## src/rtl/traffic_phase_ctrl.sv

```systemverilog
// N-approach traffic-light controller: round-robin green phases driven by car sensors,
// with min/max green, yellow and all-red clearance timing plus a parade (hold) mode.
module traffic_phase_ctrl #(
    parameter int N_PH        = 4,
    parameter int CNT_W       = 8,
    parameter int T_MIN_GREEN = 10,
    parameter int T_MAX_GREEN = 60,
    parameter int T_YELLOW    = 20,
    parameter int T_ALLRED    = 3,
    parameter int PARADE_PH   = 1,
    localparam int PH_W       = $clog2(N_PH)
) (
    input  logic                clk,
    input  logic                rst,
    input  logic [N_PH-1:0]     car_req,
    input  logic                parade,
    input  logic                resume,
    output logic [2*N_PH-1:0]   lights,
    output logic [PH_W-1:0]     phase,
    output logic [1:0]          fsm_st,
    output logic [CNT_W-1:0]    tmr
);

    typedef enum logic [1:0] {
        ST_GREEN  = 2'd0,
        ST_YELLOW = 2'd1,
        ST_ALLRED = 2'd2,
        ST_PARADE = 2'd3
    } st_e;

    localparam logic [CNT_W-1:0] MIN_GREEN_M1 = CNT_W'(T_MIN_GREEN - 1);
    localparam logic [CNT_W-1:0] MAX_GREEN_M1 = CNT_W'(T_MAX_GREEN - 1);
    localparam logic [CNT_W-1:0] YELLOW_M1    = CNT_W'(T_YELLOW - 1);
    localparam logic [CNT_W-1:0] ALLRED_M1    = CNT_W'(T_ALLRED - 1);
    localparam logic [CNT_W-1:0] TMR_MAX      = '1;
    localparam logic [PH_W-1:0]  PARADE_IDX   = PH_W'(PARADE_PH);

    st_e                 st_q, st_d;
    logic [PH_W-1:0]     phase_q, phase_d;
    logic [CNT_W-1:0]    tmr_q;
    logic [2*N_PH-1:0]   lights_q;
    logic                mode_q, mode_d;
    logic                other_req;
    logic [PH_W-1:0]     next_ph;

    // Lamp pattern for a given state/phase; lights are registered from the next state.
    function automatic logic [2*N_PH-1:0] decode(input st_e st, input logic [PH_W-1:0] ph);
        decode = '0;
        case (st)
            ST_GREEN:  decode[2*int'(ph) +: 2] = 2'b10;
            ST_YELLOW: decode[2*int'(ph) +: 2] = 2'b01;
            ST_PARADE: decode[2*PARADE_PH +: 2] = 2'b10;
            default:   decode = '0;
        endcase
    endfunction

    // Round-robin search starting after the current phase; falls back to phase+1.
    always_comb begin
        // NOTE: every combinational output gets a default first, so no path can infer a latch.
        other_req = 1'b0;
        next_ph   = PH_W'((int'(phase_q) + 1) % N_PH);
        for (int i = 0; i < N_PH; i++) begin
            if (i != int'(phase_q) && car_req[i]) other_req = 1'b1;
        end
        for (int k = N_PH - 1; k >= 1; k--) begin
            if (car_req[(int'(phase_q) + k) % N_PH]) next_ph = PH_W'((int'(phase_q) + k) % N_PH);
        end
    end

    always_comb begin
        mode_d  = parade ? 1'b1 : (resume ? 1'b0 : mode_q);
        st_d    = st_q;
        phase_d = phase_q;
        case (st_q)
            ST_GREEN: begin
                if (mode_q && phase_q == PARADE_IDX) begin
                    st_d = ST_PARADE;
                end else if (mode_q ||
                             (other_req && tmr_q >= MIN_GREEN_M1 && !car_req[phase_q]) ||
                             (other_req && tmr_q >= MAX_GREEN_M1)) begin
                    st_d = ST_YELLOW;
                end
            end
            ST_YELLOW: begin
                if (tmr_q == YELLOW_M1) st_d = ST_ALLRED;
            end
            ST_ALLRED: begin
                if (tmr_q == ALLRED_M1) begin
                    if (mode_q) begin
                        st_d    = ST_PARADE;
                        phase_d = PARADE_IDX;
                    end else begin
                        st_d    = ST_GREEN;
                        phase_d = next_ph;
                    end
                end
            end
            ST_PARADE: begin
                if (!mode_q) st_d = ST_YELLOW;
            end
            default: st_d = ST_GREEN;
        endcase
    end

    always_ff @(posedge clk or posedge rst) begin
        if (rst) begin
            st_q     <= ST_GREEN;
            phase_q  <= '0;
            tmr_q    <= '0;
            mode_q   <= 1'b0;
            lights_q <= decode(ST_GREEN, '0);
        end else begin
            // NOTE: sequential state uses non-blocking assignments so all registers update together.
            st_q     <= st_d;
            phase_q  <= phase_d;
            mode_q   <= mode_d;
            lights_q <= decode(st_d, phase_d);
            if (st_d != st_q)        tmr_q <= '0;
            else if (tmr_q != TMR_MAX) tmr_q <= tmr_q + 1'b1;
        end
    end

    assign lights = lights_q;
    assign phase  = phase_q;
    assign fsm_st = st_q;
    assign tmr    = tmr_q;

endmodule

```

## config.mk

```make
export PLATFORM = sky130hd
export DESIGN_NAME = traffic_phase_ctrl
export DESIGN_NICKNAME = d
export VERILOG_FILES = /design/src/rtl/traffic_phase_ctrl.sv
export SDC_FILE = /design/constraint.sdc
export NUM_CORES = 1
export LEC_CHECK = 0
export CORE_MARGIN = 2
export CORE_UTILIZATION = 45
export DETAILED_ROUTE_END_ITERATION = 8
export PLACE_DENSITY = 0.75
export SLEW_MARGIN = 25
export SYNTH_ARGS = -nofsm -noshare
export SYNTH_HDL_FRONTEND = slang
export SYNTH_SLANG_ARGS = --single-unit
```

## constraint.sdc

```tcl
create_clock -name clk -period 2.3 [get_ports clk]
set_input_delay 0.46 -clock clk [delete_from_list [all_inputs] [get_ports clk]]
set_output_delay 0.46 -clock clk [all_outputs]
set_load 0.05 [all_outputs]
```

* After elaboration in Yosys (flattened, before gate mapping)
Index checks and enable logic that the tools add are counted.
** Storage, ports and cells
- Flip-flop bits (word level) :: 21
- Logic and storage cells :: 91
** Cells by class
- Add/sub/neg operators :: 5
- Order comparisons :: 6
- Eq/ne operators :: 13
- Shift-type cells :: 3
- Multiplexer cells :: 35
- Bitwise operators :: 5
- Reductions and logical operators :: 19
** Operator list (count)
- $shiftx 2x33->8 const A :: 2
- $neg 3->33 :: 1
- $shift 2x33->8 const A :: 1
- $mux 2 :: 12
- $and 8x8->8 :: 2
- $mux 8 :: 2
- $mux 1 :: 13
- $lt 3x4->1 const B :: 3
- $add 8x1->8 const B :: 1
- $bmux 1 s2 :: 4
- $eq 8x2->1 const B :: 1
- $eq 8x5->1 const B :: 1
- $ge 8x4->1 const B :: 1
- $ge 8x6->1 const B :: 1
- $logic_and 1x1->1 :: 8
- $ne 8x8->1 const B :: 1
- $pmux 2 s4 :: 1
- $pmux 4 s2 :: 1
- $eq 2x1->1 const B :: 3
- $eq 2x2->1 const B :: 3
- $pmux 2 s3 :: 1
- $reduce_bool 2->1 :: 3
- $reduce_or 2->1 :: 3
- $add 2x2->2 const B :: 2
- 10 further kinds :: 15

* Logic depth before layout (Yosys ltp)
- Depth after elaboration :: 16
- Mapped depth :: 10
- Gate-level depth less buffers :: 9

* Worst setup path after synthesis
Ideal clock, no wire load.
- Kind :: register -> register
- From :: reg phase_q[0] (netlist: phase[0])
- To :: reg lights_q[3] (netlist: lights[3])
- Arrival :: 2.542 ns
- Setup slack :: -0.324 ns
- Cell stages (with the launch flop) :: 10
- Buffers on the path :: 1
- Period minus slack after synthesis :: 2.624 ns
- Cell sequence :: dfrtp_1 > buf_2 > inv_1 > ha_1 > mux4_2 > nand2b_1 > mux2i_1 > a22oi_1 > nand2_1 > o21ai_0
** On the way
- Elaborated cells on any way between the ends :: 53
- Those cells by class :: add/sub (4); eq/ne (6); shift (3); mux (25); bitwise (2); reduce/logical (13)
** RTL lines
- from (decl) :: RTL line 39 : logic [PH_W-1:0] phase_q, phase_d;
- from (signal assigned) :: RTL line 115 : phase_q <= phase_d;
- $add 2x2->2 :: RTL line 66 : if (car_req[(int'(phase_q) + k) % N_PH]) next_ph = PH_W'((int'(phase_q) + k) % N_PH);
- $bmux 1 s2 :: RTL line 66
- $mux 1 (not written as such) (2 in series) :: RTL line 66
- $mux 2 (3 in series) :: RTL line 66
- $mux 2 :: RTL line 89 : if (mode_q) begin
- $mux 2 :: RTL line 88 : if (tmr_q == ALLRED_M1) begin
- $mux 2 (*) :: RTL line 74 : case (st_q)
- net phase_d[0] :: RTL line 39
- $neg 3->33 (*) :: RTL line 50, 51
- $shiftx 2x33->8 (tied with other cells) :: RTL line 51 : ST_YELLOW: decode[2*int'(ph) +: 2] = 2'b01;
- $and 8x8->8 (no source line)
- $pmux 2 s3 (*) :: RTL line 49 : case (st)
- to (signal assigned) :: RTL line 111 : lights_q <= decode(ST_GREEN, '0);
- to (signal assigned) :: RTL line 117 : lights_q <= decode(st_d, phase_d);
- to (decl) :: RTL line 41 : logic [2*N_PH-1:0] lights_q;
Mark *: on every way through the listed nets, which the timed path passes. The rest lies on a longest branch. The select of a mux whose other input is x is not followed.
A chain may end at the register's enable or synchronous reset.

* Final worst setup path
- From :: reg st_q[1] (netlist: fsm_st[1])
- To :: out fsm_st[1]
** RTL lines
- from (decl) :: RTL line 38 : st_e st_q, st_d;
- from (signal assigned) :: RTL line 114 : st_q <= st_d;
- to (decl) :: RTL line 20 : output logic [1:0] fsm_st,
No word-level cell between the ends.

==> flow_metrics.env <==
export IMPL_cts_sinks=21
export IMPL_grtUsageMet2_pct=32.0
export IMPL_drtAntennaViolNets=0
export IMPL_min_period_ns=2.21
export IMPL_power_density_nw_per_um2=1270
export IMPL_numCtsBuffers=3
export IMPL_cp_num_buf_inv=1
export IMPL_worst_pin_slew_ns=0.547
export IMPL_clock_fmax_mhz=452
export IMPL_dr_pass1_iters=4
export IMPL_hold_violations=0
export IMPL_nNetsFinal=198
export IMPL_grt_pass1_vias=1152
export IMPL_slew_headroom_pct=63.5
export IMPL_seqCellArea_um2=532
export IMPL_clk_latency_ns=0.30
export IMPL_drc_errors=0
export IMPL_crit_family="buffers and inverters"
export IMPL_finalSetupViolCount=0
export IMPL_synth_fp_nets=151
export IMPL_crit_path_start_kind="flop"
export IMPL_grt_max_degree=16
export IMPL_synthDistinctLibCells=41
export IMPL_slowest_stage="clkdlybuf4s50_1"
export IMPL_power_mw=2.32
export IMPL_clk_pin_slew_ns=0.11
export IMPL_crit_path_end="fsm_st[1]"
export IMPL_areaGrowthSynthToFinish_pct=40.3
export IMPL_cp_data_required_time_ns=1.84
export IMPL_cp_max_fo=9
export IMPL_status="complete, no violations"
export IMPL_place_ws_ns=-0.167
export IMPL_ys_seq_area_share_pct=40.4
export IMPL_layout_common_cells="clkdlybuf4s50_1, nor2_1, buf_4"
export IMPL_use_met1_pct=27.9
export IMPL_leakage_nw=0.808
export IMPL_drt_iter0_markers=36
export IMPL_avgViaCountPerCell=5.55
export IMPL_die_area_um2=3340
export IMPL_synth_seq_cells=21
export IMPL_cts_max_path_buffers=2
export IMPL_drv_cap=0
export IMPL_min_path_type="input port to async pin"
export IMPL_std_cell_rows=19
export IMPL_grt_pass1_wl_um=5320
export IMPL_multi_input_area_um2=779
export IMPL_nFillCells=223
export IMPL_numPortBuffers=27
export IMPL_reg2reg_depth=9
export IMPL_met3_usage_pct=2.90
export IMPL_path_class="flop to primary output"
export IMPL_drv_slew=0
export IMPL_reg2reg_slack_ns=0.09
export IMPL_crit_start="fsm_st[1]$_DFF_PP0_"
export IMPL_timing_rr_start="tmr[1]$_DFFE_PP0P_"
export IMPL_antenna_cells=0
export IMPL_vias=1176
export IMPL_arrival_ns=1.75
export IMPL_period_share_pct=96.2
export IMPL_mostFrequentLayoutCell="clkdlybuf4s50_1"
export IMPL_synth_area_per_cell_um2=9.65
export IMPL_syn_area_um2=1300
export IMPL_drive_above_1_share_pct=27.6
export IMPL_cts_hold_buf=0
export IMPL_initial_core_util_pct=47.2
export IMPL_fp_dieW_um=57.8
export IMPL_ioPinCount=28
export IMPL_antenna_found_initial=0
export IMPL_hpwl_um=2350
export IMPL_final_setup_worst_slack_ns=0.0873
export IMPL_die_h_um=57.8
export IMPL_cp_num_cells=1
export IMPL_crit_chain="clkdlybuf4s50_1"
export IMPL_overflow=0
export IMPL_skew_ns=0.000855
export IMPL_syn_inst=135
export IMPL_vdd_drop_max_v=0.000944
export IMPL_crit_path_end_kind="primary output"
export IMPL_fp_coreArea_um2=2760
export IMPL_cts_tree="done"
export IMPL_grt_busiest_layer="met2"
export IMPL_synth_warnings=0
export IMPL_avgRoutedWirePerCell_um=15.0
export IMPL_place_gp_congestion=0.835
export IMPL_htree_levels=1
export IMPL_max_stage_delay_ns=0.88
export IMPL_routed_wl_um=3180
export IMPL_reg2reg_to="tmr[2]$_DFFE_PP0P_"
export IMPL_clockRootBuffer="clkbuf_4"
export IMPL_track_usage_pct=20.2
[timing repair]
action / CTS / global route
buffers inserted: 1 / 3
pin swaps: 1 / 4
endpoints found under the setup margin: 6 / 14
resized for setup: 2 / 8
[per-stage QoR]
stage               TNS (ns)  area (µm²)  std cells  hold slack [ns]  utilization (%)
CTS                        0        1770        209            0.507             64.0
floorplan                  0        1340        135            0.436                -
finish                     0        1830        212            0.490             66.3
global route         -0.0205        1830        212            0.554             66.3
detailed placement     -1.60        1730        204            0.637             62.6
global placement       -1.59        1730        204            0.587             62.6
[worst min-delay path by stage]
stage                        from  cells past startpoint  slack [ns]                   to
2_1_floorplan                 rst                      1        0.44  fsm_st[0]$_DFF_PP0_
3_3_place_gp   tmr[1]$_DFFE_PP0P_                      2        0.59   tmr[1]$_DFFE_PP0P_
3_5_place_dp   tmr[1]$_DFFE_PP0P_                      2        0.64   tmr[1]$_DFFE_PP0P_
4_1_cts                       rst                      2        0.51  fsm_st[1]$_DFF_PP0_
5_1_grt                       rst                      2        0.55  lights[3]$_DFF_PP0_
6_report                      rst                      2        0.49   tmr[6]$_DFFE_PP0P_
[Yosys cell counts (all sizes together)]
| library cell | count | area share (%) |
|---|---|---|
| nor3b | 1 | 0.58 |
| nand2b | 9 | 4.9 |
| ha | 8 | 7.7 |
| o21ai | 5 | 2.2 |
| nor3 | 4 | 1.5 |
| nand3 | 4 | 1.5 |
| and3 | 1 | 0.48 |
| o21a | 1 | 0.58 |
| o221ai | 1 | 1.2 |
| clkbuf | 1 | 0.29 |
| or2 | 2 | 0.96 |
| a2bb2oi | 2 | 1.3 |
| or4 | 1 | 0.86 |
| mux4 | 3 | 5.2 |
| nor2 | 25 | 7.2 |
| a22o | 1 | 0.67 |
| mux2i | 2 | 1.5 |
| dfstp | 1 | 2.0 |
| nand2 | 8 | 2.3 |
| or3b | 2 | 1.3 |
| a41oi | 1 | 0.67 |
| or4b | 1 | 0.77 |
| a21boi | 2 | 1.2 |
| buf | 4 | 2.0 |
| inv | 8 | 2.3 |
| dfrtp | 20 | 38 |
| nand4 | 3 | 1.4 |
| a22oi | 1 | 0.58 |
| maj3 | 1 | 0.77 |
| nor4 | 1 | 0.48 |
| o211a | 1 | 0.77 |
| xor2 | 2 | 1.3 |
| o22ai | 1 | 0.48 |
| o221a | 1 | 0.86 |
| xnor2 | 3 | 2.0 |
| o21bai | 1 | 0.58 |
| nor2b | 2 | 0.96 |
[cells by family after synthesis]
family / count (synthesis) / share of synthesized area (%)
simple gates: 64 / 25.4
flops: 21 / 40.4
buf+inv: 13 / 4.61
compound gates: 18 / 11.0
xor+xnor: 5 / 3.36
mux: 5 / 6.72
fa+ha+maj: 9 / 8.45
[where the power goes]
| part | switching (mW) | total, mW | internal (mW) |
|---|---|---|---|
| Clock | 0.107 | 0.171 | 0.0648 |
| Combinational | 0.899 | 1.57 | 0.671 |
| Sequential | 0.0998 | 0.579 | 0.479 |
[flip-flops by register name, indices dropped and copies added, names as in the netlist]
name and count:
mode_q 1, fsm_st 2, lights 8, phase 2, tmr 8
[per-layer routing]
| metal | routed length [µm] | up-vias | part of all wire, % |
|---|---|---|---|
| met5 | 0 | - | 0 |
| met4 | 65 | 0 | 2.0 |
| met3 | 146 | 8 | 4.6 |
| met2 | 1570 | 40 | 49 |
| met1 | 1390 | 567 | 44 |
| li1 | - | 561 | - |
[cell type report]
| class | count | share of cell area (%) |
|---|---|---|
| clock inverters | 1 | 0.274 |
| well taps | 31 | 2.12 |
| inverters | 8 | 1.64 |
| repair buffers | 47 | 23.0 |
| clock buffers | 3 | 1.23 |
| flip-flops and latches | 21 | 29.1 |
| multi-input cells | 101 | 42.6 |
(Power assumes the default switching activity.)
